==> config.mk <==
export PLATFORM = sky130hd
export DESIGN_NAME = seq_shift_right
export DESIGN_NICKNAME = d
export VERILOG_FILES = /design/src/rtl/minirisc_pkg.sv /design/src/rtl/shift_right_step.sv /design/src/rtl/seq_shift_right.sv
export SDC_FILE = /design/constraint.sdc
export NUM_CORES = 1
export LEC_CHECK = 0
export CORE_MARGIN = 2
export CORE_UTILIZATION = 30
export DETAILED_ROUTE_END_ITERATION = 10
export PLACE_DENSITY = 0.5
export REMOVE_ABC_BUFFERS = 1
export SLEW_MARGIN = 15
export SYNTH_ARGS = -nofsm -noshare
export SYNTH_HDL_FRONTEND = slang
export SYNTH_SLANG_ARGS = --single-unit
export TNS_END_PERCENT = 20
==> constraint.sdc <==
create_clock -name clk -period 3.15 [get_ports clk]
set_input_delay 0.63 -clock clk [delete_from_list [all_inputs] [get_ports clk]]
set_output_delay 0.63 -clock clk [all_outputs]
set_load 0.05 [all_outputs]
==> src/rtl/minirisc_pkg.sv <==
// Shared MiniRISC definitions: shifter FSM state encodings, shift-mode constants and the
// default datapath width.
package minirisc_pkg;

  localparam int DEF_WIDTH = 32;

  localparam logic SH_LOGIC = 1'b0;
  localparam logic SH_ARITH = 1'b1;

  typedef enum logic [1:0] {
    S_IDLE  = 2'd0,
    S_SHIFT = 2'd1,
    S_DONE  = 2'd2
  } shift_state_t;

endpackage

==> src/rtl/shift_right_step.sv <==
// Combinational single step of the iterative right shifter: shifts i_acc right by i_k,
// inserting sign bits for arithmetic mode and zeros for logical mode.
module shift_right_step
  import minirisc_pkg::*;
#(
  parameter int WIDTH   = DEF_WIDTH,
  parameter int SHAMT_W = 5
) (
  input  logic [WIDTH-1:0]   i_acc,
  input  logic [SHAMT_W-1:0] i_k,
  input  logic               i_fill,
  input  logic               i_mode,
  output logic [WIDTH-1:0]   o_acc
);

  logic               w_fill_bit;
  logic [2*WIDTH-1:0] w_ext;

  assign w_fill_bit = (i_mode == SH_ARITH) ? i_fill : 1'b0;
  // Fill bits sit above the operand so the shift pulls exactly i_k of them into the result.
  assign w_ext      = {{WIDTH{w_fill_bit}}, i_acc} >> i_k;
  assign o_acc      = w_ext[WIDTH-1:0];

endmodule

==> src/rtl/seq_shift_right.sv <==
// Iterative right shifter for the MiniRISC ALU: logical or arithmetic shift by a variable
// amount, STEP bits per cycle, with a start/ready/busy/done handshake.
module seq_shift_right
  import minirisc_pkg::*;
#(
  parameter int WIDTH   = DEF_WIDTH,
  parameter int SHAMT_W = 5,
  parameter int STEP    = 1
) (
  input  logic               clk,
  input  logic               rst,
  input  logic               start,
  input  logic [WIDTH-1:0]   in_data,
  input  logic [SHAMT_W-1:0] shamt,
  input  logic               arith,
  output logic               ready,
  output logic               busy,
  output logic               done,
  output logic [WIDTH-1:0]   out_data
);

  localparam logic [SHAMT_W-1:0] STEP_AMT = SHAMT_W'(STEP);

  shift_state_t       r_state;
  shift_state_t       w_next_state;
  logic [WIDTH-1:0]   r_acc;
  logic [SHAMT_W-1:0] r_cnt;
  logic               r_mode;
  logic               r_fill;
  logic [WIDTH-1:0]   r_out;

  logic [SHAMT_W-1:0] w_k;
  logic [SHAMT_W-1:0] w_cnt_rem;
  logic [WIDTH-1:0]   w_acc_step;

  assign w_k       = (r_cnt < STEP_AMT) ? r_cnt : STEP_AMT;
  assign w_cnt_rem = r_cnt - w_k;

  shift_right_step #(
    .WIDTH   (WIDTH),
    .SHAMT_W (SHAMT_W)
  ) u_step (
    .i_acc  (r_acc),
    .i_k    (w_k),
    .i_fill (r_fill),
    .i_mode (r_mode),
    .o_acc  (w_acc_step)
  );

  always_ff @(posedge clk) begin
    if (rst) begin
      r_state <= S_IDLE;
      r_acc   <= '0;
      r_cnt   <= '0;
      r_mode  <= SH_LOGIC;
      r_fill  <= 1'b0;
      r_out   <= '0;
    end else begin
      r_state <= w_next_state;
      case (r_state)
        S_IDLE: begin
          if (start) begin
            r_acc  <= in_data;
            r_cnt  <= shamt;
            r_mode <= arith;
            r_fill <= in_data[WIDTH-1];
            if (shamt == '0) r_out <= in_data;
          end
        end
        S_SHIFT: begin
          r_acc <= w_acc_step;
          r_cnt <= w_cnt_rem;
          // Result register is loaded only on the edge entering DONE, never mid-shift.
          if (w_cnt_rem == '0) r_out <= w_acc_step;
        end
        default: ;
      endcase
    end
  end

  always_comb begin
    w_next_state = r_state;
    ready        = 1'b0;
    busy         = 1'b0;
    done         = 1'b0;
    case (r_state)
      S_IDLE: begin
        ready = 1'b1;
        if (start) w_next_state = (shamt == '0) ? S_DONE : S_SHIFT;
      end
      S_SHIFT: begin
        busy = 1'b1;
        if (w_cnt_rem == '0) w_next_state = S_DONE;
      end
      S_DONE: begin
        busy         = 1'b1;
        done         = 1'b1;
        w_next_state = S_IDLE;
      end
      default: w_next_state = S_IDLE;
    endcase
  end

  assign out_data = r_out;

endmodule
=== Word-level counts from Yosys, hierarchy flattened ===
Index checks and enable logic that the tools add are counted.
Widths: inputs -> output; s select.

* Add/sub/neg operators: 1
* $lt $le $gt $ge: 1
* Eq/ne operators: 5
* Shifts and indexed selects: 1
* Muxes and demuxes: 17
* Reductions and logical operators: 9

{| class="wikitable"
|+ Operators with widths
! kind !! number
|-
| $mux 32 || 4
|-
| $pmux 32 s2 || 2
|-
| $shr 64x5->32 || 1
|-
| $logic_not 5->1 || 2
|-
| $mux 5 || 2
|-
| $pmux 5 s2 || 1
|-
| $mux 2 || 3
|-
| $ne 2x2->1 const B || 3
|-
| $reduce_and 2->1 || 3
|-
| $lt 5x1->1 const B || 1
|-
| $sub 5x5->5 || 1
|-
| $mux 1 || 4
|-
| $pmux 2 s2 || 1
|-
| $reduce_and 4->1 || 1
|-
| $eq 2x1->1 const B || 1
|-
| $eq 2x2->1 const B || 1
|-
| $logic_not 2->1 || 1
|-
| $reduce_bool 2->1 || 1
|-
| $reduce_or 2->1 || 1
|}

* Flip-flop bits (word level): 73
* Input port bits: 41
* Output and inout bits: 35
* Logic and storage cells: 40

=== Longest topological paths before layout ===
* Depth after elaboration: 6
* Mapped depth: 10
* Gate-level depth less buffers: 7

=== Hierarchy ===
A second synthesis with hierarchy kept.

* Cells, all modules: 586
* Area, all modules: 5300.1 um^2

{| class="wikitable"
|+ Modules (own cells, without submodules)
! module !! instances !! cells each !! area each (um^2) !! sequential area each (um^2)
|-
| seq_shift_right || 1 || 330 || 3180.6 || 1461.4
|-
| shift_right_step || 1 || 256 || 2119.5 || 0.0
|}

=== Worst setup path after synthesis ===
No wires, ideal clock.

* Path kind: reg2reg
* Start point: register r_cnt[1]
* End point: register r_out[30], in the netlist out_data[30]
* Library setup time: 128 ps
* Arrival time: 2136 ps
* Data required time: 3022 ps
* Slack: 886 ps
* Stages on the path, launching flop included: 11
* Buffers on the path: 3
* Period minus slack after synthesis: 2264 ps
* Cells stage by stage: dfxtp_1 buf_6 or4_4 buf_6 nand2_1 ha_1 a31oi_1 a21oi_2 buf_4 mux2i_1 nor2_1

* Word-level cells in the longest chain between the ends: 6
* Elaborated cells on any way between the ends: 9
* Those cells by class: add/sub (1); order compare (1); eq/ne (1); shift (1); mux (3); reduce/logical (2)

{| class="wikitable"
|+ Ends and longest elaborated chain
! what !! line !! RTL
|-
| start: declaration || seq_shift_right.sv:27 || <nowiki>logic [SHAMT_W-1:0] r_cnt;</nowiki>
|-
| start signal: assignment || seq_shift_right.sv:64 || <nowiki>r_cnt <= shamt;</nowiki>
|-
| start signal: assignment || seq_shift_right.sv:72 || <nowiki>r_cnt <= w_cnt_rem;</nowiki>
|-
| $lt 5x1->1 || seq_shift_right.sv:36 || <nowiki>assign w_k = (r_cnt < STEP_AMT) ? r_cnt : STEP_AMT;</nowiki>
|-
| $mux 5 || seq_shift_right.sv:36 ||
|-
| $sub 5x5->5 || seq_shift_right.sv:37 || <nowiki>assign w_cnt_rem = r_cnt - w_k;</nowiki>
|-
| $logic_not 5->1 || seq_shift_right.sv:74 || <nowiki>if (w_cnt_rem == '0) r_out <= w_acc_step;</nowiki>
|-
| $ne 2x2->1 (no source line) || - ||
|-
| $reduce_and 4->1 (no source line) || - ||
|-
| end signal: assignment || seq_shift_right.sv:67 || <nowiki>if (shamt == '0) r_out <= in_data;</nowiki>
|-
| end signal: assignment || seq_shift_right.sv:74 ||
|-
| end: declaration || seq_shift_right.sv:30 || <nowiki>logic [WIDTH-1:0] r_out;</nowiki>
|}

Several ways; a longest one is shown, not always the timed one. The select of a mux whose other input is x is not followed.
A chain may end at the register's enable or synchronous reset.

=== Worst setup path in the final report ===
* Start point: register r_state[1]
* End point: output ready

* Word-level cells in the longest chain between the ends: 2

{| class="wikitable"
|+ Ends and longest elaborated chain
! what !! line !! RTL
|-
| start: declaration || seq_shift_right.sv:24 || <nowiki>shift_state_t r_state;</nowiki>
|-
| start signal: assignment || seq_shift_right.sv:59 || <nowiki>r_state <= w_next_state;</nowiki>
|-
| $logic_not 2->1 || seq_shift_right.sv:86 || <nowiki>case (r_state)</nowiki>
|-
| $mux 1 || seq_shift_right.sv:86 ||
|-
| end: declaration || seq_shift_right.sv:16 || <nowiki>output logic ready,</nowiki>
|}

Every way passes these cells.

==> summary.md <==
| Metric | Value |
|---|---|
| Startpoint types | register |
| Hold crit path type | register to register |
| Setup_tns | 0 ns |
| Die H | 113 um |
| Fin. Hold Viols | 0 |
| Storage cell area | 1460 sq um |
| Fill cells | 1211 |
| # diodes | 0 |
| Final wirelength | 10100 um |
| Leak | 1.68 nW |
| Data arrival time of the critical path | 1.88 ns |
| EDFF count, synth | 0 |
| Post-synthesis mux area share | 0.0947 |
| Period minus WS final | 2.51 ns |
| Synth Area in Simple Gates | 0.183 |
| H-tree Lvls | 3 |
| Num CTS Buffers | 9 |
| Least-Margin Pin Slew | 0.714 ns |
| Clock buffer depth | 2 |
| Highest clock rate | 398 MHz |
| Clock skew | 0.0102 ns |
| Core Box Area | 11600 sq um |
| Starting density of the core | 0.311 |
| Top-level port count | 76 |
| # setup viols final | 0 |
| Failing checks | DRC |
| Setup crit end kind | output pin |
| Warnings from Yosys | 0 |
| Synth top area share | 0.407 |
| Setup bufs post-CTS | 0 |
| Status | complete, but fails checks |
| Skew-Pair Late Insertion Delay | 0.33 ns |
| Gr ovfl total | 0 |
| Top post-synthesis cells by count | nor2_1, dfxtp_1, nand2_1 |
| Peak supply drop | 0.000219 V |
| #FFs+latches synth | 73 |
| CTS tree | done |
| Total die area | 12900 sq um |
| Clock sink count | 73 |
| Max stage delay on crit path | 0.85 ns |
| Initial antenna violation count | 0 |
| Synth Area in Compound Gates | 0.237 |
| Top Family by Delay on Critical Path | buffers and inverters |
| FFs w/ async S/R, synth | 0 |
| Crit path buffers/inverters | 2 |
| Clock Pin Slew Worst Setup and Hold Paths | 0.06 ns |
| Multi-input gate area | 1910 sq um |
| Fin nets | 568 |
| Drt pass-1 iters | 9 |
| Vias | 3416 |
| # DRC | 1 |
| P&R area growth vs syn | 32.1% |
| Ratio of cells with drive above 1 in the final layout | 0.0890 |
| Worst slack, placed | 0.672 ns |
| Synth Cell Area | 3590 sq um |
| XOR/XNOR share of the synthesized area | 0 |
| Unrepaired setup endpoints after global routing | no |
| Largest net degree at the start of global routing | 41 |
| Die width | 113 um |
| Post-route ant nets | 0 |
| Worst setup margin | 0.639 ns |
| Layout Cells excl Fill | 671 |
| Max-slew violations | 0 |
| Routed vias/inst | 5.09 |
| DRC marker count from the first detailed-route iteration | 187 |
| Global-route usage over all layers | 0.159 |
| CTS Root Cell | clkbuf_16 |
| Post-CTS Resized | 0 |
| Post-synthesis sequential area ratio | 0.407 |
| Synth Flop Type | dfxtp_1 |
| Synthesized instance count | 467 |
| Most frequent cell after synthesis | nor2_1 |
| RD Place Congestion | 0.771 |
| First-pass GRT wire length | 16500 um |
| Power Density | 695 nW/um^2 |
| Worst setup path class | register to output pin |
| CP max FO | 8 |
| Fraction of the mapped netlist area in adder cells | 0.0139 |
| Max cap viols | 0 |
| Final period util | 0.797 |
| Hpwl dp | 6280 um |
| CP max-delay cell | clkdlybuf4s50_1 |
| Row count | 39 |
| Synth area leaders | dfxtp_1, a21oi_1, mux2i_1, nor2_1, nand2_1 |
| Routed wire length per instance | 15.0 um |
| Overall power | 3.30 mW |
| Distinct cells, synth | 34 |
| Slew margin rel. | 0.524 |
| Cell taking the most area after synthesis | dfxtp_1 |
| Largest family of logic cells by synthesized area | compound AO/OA/AOI/OAI gates |
| PortBufs | 75 |
| # placed instances | 655 |
| Syn avg cell area | 7.69 sq um |
| WP data required | 2.52 ns |
| Critical path cell sequence | inv_1 > ha_1 > clkdlybuf4s50_1 |
| Vias in the first global route | 3260 |
| Hold WS | 0.450 ns |
| Post-CTS Hold Fix Bufs | 0 |
logic make-up after synthesis:
logic type               after synthesis
AND/OR/NAND/NOR                      161
multiplexers                          34
buffers and inverters                 47
flip-flops                            73
adder cells (fa/ha/maj)                4
AO/OA/AOI/OAI                        148
metal layers:
layer / vias to the layer above / part of all wire / GRT usage
met5: - / 0 / 0
met3: 7 / 0.068 / 0.0329
met4: 0 / 0.0051 / 0.0439
li1: 1726 / - / -
met1: 1567 / 0.48 / 0.228
met2: 116 / 0.44 / 0.242
worst paths after layout:
path                                 from  depth (start not counted)  slack, ns                         to
setup reg to reg    r_cnt[1]$_SDFFE_PP0P_                          8       0.73  out_data[22]$_SDFFE_PP0P_
hold / removal      r_acc[0]$_SDFFE_PP0P_                          2       0.45      r_acc[0]$_SDFFE_PP0P_
hold reg to reg     r_acc[0]$_SDFFE_PP0P_                          2       0.45      r_acc[0]$_SDFFE_PP0P_
setup / recovery  r_state[1]$_SDFFE_PP0P_                          3       0.64                      ready
registers in the layout (all words and copies together) (netlist names):
signal    cells
r_cnt         5
r_fill        1
r_state       2
r_mode        1
out_data     32
r_acc        32
stage by stage:
step,cell area (sq um),util
finish,4750,0.410
global placement,4420,0.382
floorplan,3380,-
detailed placement,4420,0.382
CTS,4750,0.410
global route,4750,0.410
placed cells by master (no fill, tap or decap), drive strengths merged:
cell,count
mux2i,34
ha,4
inv,6
o32ai,1
nor4,1
a22oi,1
nor2,74
bufinv,2
nand4,1
clkinvlp,1
clkbuf,10
clkdlybuf4s50,74
nor3,3
nand2,73
dfxtp,73
clkinv,2
or3b,1
nor2b,2
a211oi,4
nand3,2
a31oi,33
nand2b,1
a21o,1
buf,13
and2,1
o211ai,1
or4,2
o31ai,1
a21oi,72
o21ai,34
power by group:
group / internal (mW) / leakage (nW) / switching, mW
logic: 0.366 / 0.929 / 0.691
clock network: 0.718 / 0.159 / 0.407
registers: 1.03 / 0.596 / 0.0874
total: 2.11 / 1.68 / 1.19
area by class of cell:
cell class              count  share of cell area
well taps                 143              0.0377
inverters                   5             0.00395
multi-input cells         347               0.402
flip-flops and latches     73               0.308
clock buffers              10              0.0504
repair buffers             87               0.179
clock inverters             6              0.0190
worst register-to-register path, cell delays in order, from the launching register on:
cell     delay [ns]
dfxtp_1        0.42
or4_4          0.56
nand2_1        0.10
ha_1           0.23
a31oi_1        0.20
a21oi_4        0.18
buf_4          0.33
mux2i_1        0.24
nor2_1         0.05
Power figures use the tool's default switching activity.
